`src/rtl/gost34_12_2015_pkg.sv`:
```
// rtl/gost34_12_2015_pkg.sv - shared types, constants and key-schedule helper for the Magma core
package gost34_12_2015_pkg;

  typedef enum logic [1:0] {
    IDLE = 2'd0,
    RUN  = 2'd1,
    DONE = 2'd2
  } state_t;

  localparam int GOST_ROUNDS = 32;

  // id-tc26-gost-28147-param-Z; each 64-bit row is one nibble's table, entry 0 in the top 4 bits
  localparam logic [511:0] SBOX_TC26_Z = {
    64'hC462A5B9E8D703F1,
    64'h68239A5C1E47BD0F,
    64'hB3582FADE174C960,
    64'hC821D4F670A53E9B,
    64'h7F5A816D093EB42C,
    64'h5DF692CAB78143E0,
    64'h8E25691CF4B0DA37,
    64'h17ED05834FA69CB2
  };

  // Encrypt walks K1..K8 three times then K8..K1; decrypt is the mirror image.
  function automatic logic [2:0] key_idx(input logic [4:0] rnd, input logic decrypt);
    logic fwd;
    fwd = decrypt ? (rnd < 5'd8) : (rnd < 5'd24);
    return fwd ? rnd[2:0] : ~rnd[2:0];
  endfunction

endpackage

```
`src/rtl/gost34_12_2015_round.sv`:
```
// rtl/gost34_12_2015_round.sv - one combinational Magma round: add key, substitute, rotate, xor
module gost34_12_2015_round (
  input  logic         aclk,
  input  logic [31:0]  key,
  input  logic [31:0]  n1,
  input  logic [31:0]  n2,
  input  logic [511:0] sbox,
  output logic [31:0]  out1,
  output logic [31:0]  out2
);

  logic        unused_aclk;
  logic [31:0] sum;
  logic [31:0] sub;
  logic [63:0] row;
  logic [5:0]  pos;

  assign unused_aclk = aclk;
  assign sum = n1 + key;

  always_comb begin
    sub = '0;
    row = '0;
    pos = '0;
    for (int i = 0; i < 8; i++) begin
      row = sbox[511 - 64*i -: 64];
      pos = 6'd63 - {sum[4*i +: 4], 2'b00};
      sub[4*i +: 4] = row[pos -: 4];
    end
  end

  assign out1 = n2 ^ {sub[20:0], sub[31:21]};
  assign out2 = n1;

endmodule

```
`src/rtl/gost34_12_2015_magma_iter.sv`:
```
// rtl/gost34_12_2015_magma_iter.sv - iterative Magma encrypt/decrypt, one round per clock
module gost34_12_2015_magma_iter
  import gost34_12_2015_pkg::*;
(
  input  logic         aclk,
  input  logic         areset,
  input  logic         s_valid,
  output logic         s_ready,
  input  logic         s_decrypt,
  input  logic [255:0] s_key,
  input  logic [63:0]  s_data,
  input  logic [511:0] sbox,
  output logic         m_valid,
  input  logic         m_ready,
  output logic [63:0]  m_data,
  output logic         busy
);

  state_t         state;
  state_t         state_nx;
  logic [4:0]     rnd;
  logic [31:0]    n1;
  logic [31:0]    n2;
  logic [255:0]   key_q;
  logic [511:0]   sbox_q;
  logic           dec_q;
  logic [2:0]     idx;
  logic [31:0]    rk;
  logic [31:0]    out1;
  logic [31:0]    out2;
  logic           accept;
  logic           last;

  assign s_ready = (state == IDLE) || ((state == DONE) && m_ready);
  assign accept  = s_valid && s_ready;
  assign last    = (rnd == 5'(GOST_ROUNDS - 1));

  always_ff @(posedge aclk) begin
    if (areset) begin
      state <= IDLE;
      busy  <= 1'b0;
    end else begin
      state <= state_nx;
      busy  <= (state_nx != IDLE);
    end
  end

  always_comb begin
    state_nx = state;
    case (state)
      IDLE:    if (accept) state_nx = RUN;
      RUN:     if (last) state_nx = DONE;
      DONE:    if (m_ready) state_nx = s_valid ? RUN : IDLE;
      default: state_nx = IDLE;
    endcase
  end

  always_ff @(posedge aclk) begin
    if (areset) begin
      rnd     <= '0;
      n1      <= '0;
      n2      <= '0;
      key_q   <= '0;
      sbox_q  <= '0;
      dec_q   <= 1'b0;
      m_data  <= '0;
      m_valid <= 1'b0;
    end else begin
      if (accept) begin
        n1     <= s_data[31:0];
        n2     <= s_data[63:32];
        key_q  <= s_key;
        sbox_q <= sbox;
        dec_q  <= s_decrypt;
        rnd    <= '0;
      end else if (state == RUN) begin
        if (last) begin
          // final round keeps the halves in place (no swap)
          m_data <= {out1, out2};
        end else begin
          n1  <= out1;
          n2  <= out2;
          rnd <= rnd + 5'd1;
        end
      end

      if ((state == RUN) && last) begin
        m_valid <= 1'b1;
      end else if ((state == DONE) && m_ready) begin
        m_valid <= 1'b0;
      end
    end
  end

  assign idx = key_idx(rnd, dec_q);

  always_comb begin
    rk = '0;
    for (int i = 0; i < 8; i++) begin
      if (idx == 3'(i)) rk = key_q[255 - 32*i -: 32];
    end
  end

  gost34_12_2015_round u_round (
    .aclk (aclk),
    .key  (rk),
    .n1   (n1),
    .n2   (n2),
    .sbox (sbox_q),
    .out1 (out1),
    .out2 (out2)
  );

endmodule
```
`config.mk`:
```
export PLATFORM = sky130hd
export DESIGN_NAME = gost34_12_2015_magma_iter
export DESIGN_NICKNAME = d
export VERILOG_FILES = /design/src/rtl/gost34_12_2015_pkg.sv /design/src/rtl/gost34_12_2015_round.sv /design/src/rtl/gost34_12_2015_magma_iter.sv
export SDC_FILE = /design/constraint.sdc
export NUM_CORES = 2
export LEC_CHECK = 0
export BUFFER_PORTS_ARGS = -buffer_cell sky130_fd_sc_hd__buf_2
export CORE_AREA = 2 2 348 350
export CTS_CLUSTER_DIAMETER = 120
export DETAILED_ROUTE_END_ITERATION = 6
export DIE_AREA = 0 0 350 352
export REMOVE_ABC_BUFFERS = 1
export SLEW_MARGIN = 20
export SYNTH_ARGS = -nofsm -noshare
export SYNTH_HDL_FRONTEND = slang
export SYNTH_SLANG_ARGS = --single-unit
```
`constraint.sdc`:
```
create_clock -name aclk -period 15.5 [get_ports aclk]
set_clock_uncertainty 0.1 [all_clocks]
set_input_delay 2.325 -clock aclk [delete_from_list [all_inputs] [get_ports aclk]]
set_output_delay 2.325 -clock aclk [all_outputs]
set_load 0.05 [all_outputs]
```
# == Word-level counts from Yosys, hierarchy flattened ==
# Cells that the tools add are included.
# totals
ff_bits,906
latchBits,0
mem_bits_rw,0
mem_bits_ro,0
inputBits,837
elab_cells,81
n_memories,0
# classes
n_addsub,10
multipliers,0
n_div,0
n_lt_le_gt_ge,2
n_eq_ne,11
n_shift,8
muxes,23
n_bitwise,4
n_reduce_logical,13
# ops
operator,count
67-bit by 7-bit indexed part select with 4-bit output,8
32-bit two-way mux,14
6-bit subtractor (first input constant),8
32-bit adder,1
32-bit XOR,1
3-bit equality test (second input constant),4
3-bit by 2-bit equality test with 1-bit output (second input constant),2
2-bit two-way mux,3
2-bit case mux with 3 select lines,1
2-bit nonzero test,3
5-bit by 1-bit adder with 5-bit output (second input constant),1
5-bit equality test (second input constant),1
5-bit by 4-bit < comparator with 1-bit output (second input constant),1
5-bit < comparator (second input constant),1
1-bit two-way mux,4
2-bit AND reduction,2
3-bit by 1-bit equality test with 1-bit output (second input constant),1
1-bit logical AND,3
3-bit zero test,1
3-bit two-way mux,1
3-bit NOT,1
3-bit AND reduction,1
2-bit by 1-bit equality test with 1-bit output (second input constant),1
2-bit equality test (second input constant),1
other kinds (5),6

# == Depth between registers and ports, before layout ==
# logic_depth
ltp_word,19
depth_mapped,21

# == Hierarchy ==
# Synthesis repeated with hierarchy kept, for this count alone.
# hier_totals
cells_unflattened,5331
hier_area_um2,42343.1
# by_module_without_submodules
module,n_inst,cells_per_inst,area_per_inst_um2
gost34_12_2015_magma_iter,1,4622,35728.0
gost34_12_2015_round,1,709,6615.1

# == Worst setup path before layout ==
# Ideal clock, no wire load.
# synth_timing
path_kind,reg-to-reg
from,reg rnd[3]
to,reg n1[27]
setup_time_ns,0.065
arrival_ns,6.225
required_ns,15.335
path_slack_ns,9.110
stages_incl_launch_ff,22
n_path_buf,3
synth_period_minus_slack_ns,6.390
path_cell_list,dfxtp_1 maj3_1 buf_2 xnor2_4 buf_1 mux4_2 mux2_2 ha_1 fa_1 a211oi_2 o21ai_2 a31o_4 a21o_1 a311oi_2 xnor2_2 buf_6 mux4_1 mux4_2 xnor2_2 a211oi_1 a21oi_1 nor2_1
# synth_via
elab_chain_cells,19
word_cells_on_any_way,30
cone_classes,add/sub (2); order compare (2); eq/ne (9); shift (1); mux (13); bitwise (1); reduce/logical (2)
# synth_rtl
element,line_no,rtl
"start, declared",gost34_12_2015_magma_iter.sv:21,logic [4:0] rnd;
"start signal, assigned",gost34_12_2015_magma_iter.sv:83,rnd <= rnd + 5'd1;
5-bit < comparator / 5-bit by 4-bit < comparator with 1-bit output (equally long branches),gost34_12_2015_pkg.sv:27,fwd = decrypt ? (rnd < 5'd8) : (rnd < 5'd24);
1-bit two-way mux,gost34_12_2015_pkg.sv:27,
3-bit two-way mux,gost34_12_2015_pkg.sv:28,return fwd ? rnd[2:0] : ~rnd[2:0];
3-bit zero test,gost34_12_2015_magma_iter.sv:100,if (idx == 3'(i)) rk = key_q[255 - 32*i -: 32];
32-bit two-way mux (8 in series),gost34_12_2015_magma_iter.sv:100,
32-bit adder,gost34_12_2015_round.sv:19,assign sum = n1 + key;
6-bit subtractor,gost34_12_2015_round.sv:27,"pos = 6'd63 - {sum[4*i +: 4], 2'b00};"
67-bit by 7-bit indexed part select with 4-bit output,gost34_12_2015_round.sv:28,sub[4*i +: 4] = row[pos -: 4];
32-bit XOR,gost34_12_2015_round.sv:32,"assign out1 = n2 ^ {sub[20:0], sub[31:21]};"
32-bit two-way mux,gost34_12_2015_magma_iter.sv:77,if (last) begin
32-bit two-way mux,gost34_12_2015_magma_iter.sv:76,end else if (state == RUN) begin
32-bit two-way mux,gost34_12_2015_magma_iter.sv:69,if (accept) begin
"end signal, assigned",gost34_12_2015_magma_iter.sv:70,n1 <= s_data[31:0];
"end signal, assigned",gost34_12_2015_magma_iter.sv:81,n1 <= out1;
"end, declared",gost34_12_2015_magma_iter.sv:22,logic [31:0] n1;
# Parallel ways exist; a longest one is shown, timed or not. The select of a mux whose other input is x is not followed.
# A chain may end at the register's enable or synchronous reset.

# == Worst setup path after layout ==
# layout_timing
from,reg rnd[4]
to,reg m_data[34]
# layout_via
elab_chain_cells,16
word_cells_on_any_way,26
cone_classes,add/sub (2); order compare (2); eq/ne (8); shift (1); mux (10); bitwise (1); reduce/logical (2)
# layout_rtl
element,line_no,rtl
5-bit < comparator / 5-bit by 4-bit < comparator with 1-bit output (equally long branches),gost34_12_2015_pkg.sv:27,
1-bit two-way mux,gost34_12_2015_pkg.sv:27,
3-bit two-way mux,gost34_12_2015_pkg.sv:28,
3-bit zero test,gost34_12_2015_magma_iter.sv:100,
32-bit two-way mux (8 in series),gost34_12_2015_magma_iter.sv:100,
32-bit adder,gost34_12_2015_round.sv:19,
6-bit subtractor,gost34_12_2015_round.sv:27,
67-bit by 7-bit indexed part select with 4-bit output,gost34_12_2015_round.sv:28,
32-bit XOR,gost34_12_2015_round.sv:32,
"end signal, assigned",gost34_12_2015_magma_iter.sv:79,"m_data <= {out1, out2};"
"end, declared",gost34_12_2015_magma_iter.sv:15,"output logic [63:0] m_data,"
# Parallel ways exist; a longest one is shown, timed or not.

==> flow_summary.yaml <==
status:
  status: "complete, no violations"
critical_path:
  reg2reg_slack_ns: 7.66
  worstPathArrival_ns: 8.26
  crit_fanout: 40
  cp.buffers_inverters: 1
  startpoint_type: "flip-flop"
  slowest_delay_ns: 0.76
  crit_start: "rnd[4]"
  ff2ff_path_depth: 18
  r2r_start: "rnd[4]"
  critPathTopFamily: "multiplexers"
  path_cells: "maj3_1 > xnor2_4 > buf_4 > mux4_2 > mux2_2 > ha_1 > and4_1 > nand3_1 > a211oi_1 > nor2_1 > o211ai_1 > a21oi_1 > xor2_4 > mux4_2 > mux2i_1 > mux2i_1 > xnor2_1 > a21oi_1"
  cp_data_required_time_ns: 15.91
  reg2reg_to: "m_data[34]"
  crit_slowest_cell: "buf_4"
  worstSetupPathType: "reg -> reg"
  endpoint_kind: "flip-flop"
  cp.depth: 18
  endpoint: "m_data[34]"
place:
  io_buffers: 903
  dpl_worst_slack_ns: 7.496
  gp_congestion: 0.8751
  place_hpwl_mm: 110.9
sta:
  setup_viol: 0
  slew_violations: 0
  worst_pin_slew_ns: 1.235
  hold_viol_final: 0
  setup_slack_ns: 7.658
  min_period_ns: 7.842
  fin_hold_ws_ns: 0.3527
  period_share: 0.5060
  fmax_mhz: 127.5
  timing.slew.headroom: 0.1770
  rsz0062_at_grt: "no"
cts:
  cts_sinks: 906
  cts_max_path_buffers: 3
  cts_tree: "done"
  cts_resized: 0
  clkTransAtPathRegs_ns: 0.06
  post_cts_buffers: 0
  clk_root_buffer_cell: "clkbuf_16"
  cts-htree-levels: 3
  numCtsBuffers: 99
  holdBufCountCts: 0
  clk_latency_ns: 0.69
logic_synthesis:
  synth_compound_area_frac: 0.1475
  synth-xor-area-share: 0.01756
  ys.flop_type: "dfxtp_1"
  synthArstFlopShare: 0
  synth.distinct_cells: 64
  synthMuxAreaShare: 0.1390
  synth-seq-cells: 906
  syn_avg_cell_area_um2: 8.505
  ys.warnings.count: 0
  synth_edf_count: 0
  synth_top_family_by_area: "simple AND/OR/NAND/NOR gates"
  yosys.area.top_type: "dfxtp_1"
  yosys.area_share.adder: 0.01164
  synth-simple-area-share: 0.1852
  synth_top_area_share: 0.4636
  synthCells: 4600
  syn_area_um2: 39130
  ys_top_cells_by_area: "dfxtp_1 (46%), nand2_1 (16%), a21oi_1 (11%)"
  ys_seq_area_frac: 0.4636
die:
  die_w_um: 350
  rows: 127
  die_h_um: 352
  core_um2: 119300
  dieArea_um2: 123200
  initial_utilization: 0.3279
  io_pins: 904
global_route:
  grt_max_degree: 238
  grt_usage: 0.2346
  grt_pass1_wl_mm: 217.6
  grt_overflow: 0
  antenna_found_initial: 76
  grt_pass1_vias: 34910
finish:
  multi_input_area_um2: 19770
  regArea_um2: 18140
  final_nets: 6172
  syn_to_final_growth_pct: 23.95
  layout-drive-gt1-share: 0.2562
  fillers: 12100
routing:
  post_drt_wl_per_cell_um: 21.41
  routed_wirelength_mm: 150.8
  drtIter0Drc: 2684
  avgViaCountPerCell: 5.098
  ant_nets: 0
  num_vias: 35900
  dr.pass1.iters: 5
  drcViolationCount: 0
pwr:
  p_per_area_nw_per_um2: 125.1
  total_power_mw: 6.066
  static-leakage-power_nw: 19.94
  vdd_drop_max_mv: 0.09407
worst_hold_path:
  min-delay-path-class: "reg -> reg"
job:
  cap_violations: 0
where the power goes:
part / switching, mW / internal (mW)
logic: 0.587 / 0.434
clock network: 1.01 / 1.45
registers: 0.107 / 2.47
total: 1.71 / 4.36
final cells by class:
type | count | area share
Multi-Input combinational cell | 3335 | 0.4077
Clock inverter | 41 | 0.009211
Timing Repair Buffer | 954 | 0.1035
Tap cell | 1612 | 0.04159
Sequential cell | 906 | 0.3740
Clock buffer | 146 | 0.06138
Antenna cell | 44 | 0.002270
Inverter | 4 | 0.0003612
cell families (layout without fill, tap and decap cells):
| kind of cell | after synthesis | in the layout |
|---|---|---|
| compound gates | 1066 | 1066 |
| flops | 906 | 906 |
| fa+ha+maj | 36 | 36 |
| mux | 291 | 291 |
| buf+inv | 359 | 1145 |
| xor+xnor | 69 | 69 |
| other cells | 0 | 44 |
| simple gates | 1873 | 1873 |
Yosys cell counts (all sizes together), types with 2 or more instances:
cell and number:
nor2 126, nor4b 4, a221o 4, xor2 19, inv 4, dfxtp 906
a22o 5, nor2b 10, o211a 2, and2 8, nand3 20, o21a 2
a21oi 864, ha 34, a21o 18, a31oi 15, mux2i 60, and3 6
o221ai 2, a211o 4, nor3 6, o211ai 2, nand4 4, mux2 36
o21ai 70, mux4 195, a21boi 2, buf 27, nand2b 3, xnor2 50
nand2 1668, a211oi 33, clkbuf 328, and4 13, a311oi 34
cells in the final DEF, fill, tap and decap left out, types with 5 or more instances in the layout:
cell type / n
clkinv_2: 20
bufinv_16: 7
buf_12: 7
and4_1: 13
a211oi_1: 32
diode_2: 44
dfxtp_1: 906
and2_1: 5
a21oi_1: 864
nand3_1: 20
xor2_2: 5
buf_2: 902
ha_1: 34
xor2_1: 12
a31oi_1: 15
nor2b_1: 10
mux4_1: 11
mux4_2: 184
clkinvlp_4: 5
clkbuf_1: 17
inv_6: 5
and3_1: 6
nor3_1: 6
nand2_1: 1665
a21o_1: 18
a22o_1: 5
buf_4: 43
clkbuf_16: 101
xnor2_1: 36
o21ai_0: 62
a311oi_1: 32
mux2_2: 36
nor2_1: 126
clkbuf_8: 28
xnor2_2: 10
mux2i_1: 60
o21ai_1: 7
worst register-to-register path: stages, from the launching register on:
cell      delay [ns]
dfxtp_1         0.33
maj3_1          0.60
xnor2_4         0.62
buf_4           0.77
mux4_2          0.60
mux2_2          0.28
ha_1            0.42
and4_1          0.31
nand3_1         0.13
a211oi_1        0.59
nor2_1          0.26
o211ai_1        0.44
a21oi_1         0.23
xor2_4          0.75
mux4_2          0.62
mux2i_1         0.14
mux2i_1         0.13
xnor2_1         0.25
a21oi_1         0.10
through the flow:
| stage | TNS [ns] | util | std cells | instance area, um2 |
|---|---|---|---|---|
| 2_1_floorplan | -1429.55 | - | 4245 | 37750 |
| 3_3_place_gp | 0 | 0.3765 | 6810 | 44930 |
| 3_5_place_dp | 0 | 0.3765 | 6810 | 44930 |
| 4_1_cts | 0 | 0.4052 | 6997 | 48360 |
| 5_1_grt | 0 | 0.4062 | 7032 | 48470 |
| 6_report | 0 | 0.4064 | 7042 | 48500 |
layer usage:
layer | vias up | routed length, um | GRT usage
met2 | 1152 | 72150 | 0.3899
met3 | 312 | 10010 | 0.04874
met4 | 56 | 6316 | 0.1057
met5 | - | 363 | 0
met1 | 17240 | 61960 | 0.2909
li1 | 17150 | - | -
flip-flops by register name, summed over array words and instances, names as in the netlist:
register and flops:
busy 1, dec_q 1, sbox_q 512, m_data 64, m_valid 1, n2 32
state 2, key_q 256, rnd 5, n1 32
worst min path at each step:
stage,slack (ns),to,cells past startpoint,start
after floorplan,0.33,sbox_q[200],2,sbox_q[200]
after global placement,0.34,key_q[89],2,key_q[89]
after detailed placement,0.34,sbox_q[487],2,sbox_q[487]
after CTS,0.35,sbox_q[487],2,sbox_q[487]
after global routing,0.37,sbox_q[17],2,sbox_q[17]
final,0.35,sbox_q[216],2,sbox_q[216]
Note: power is estimated with default switching activity, not from simulation.
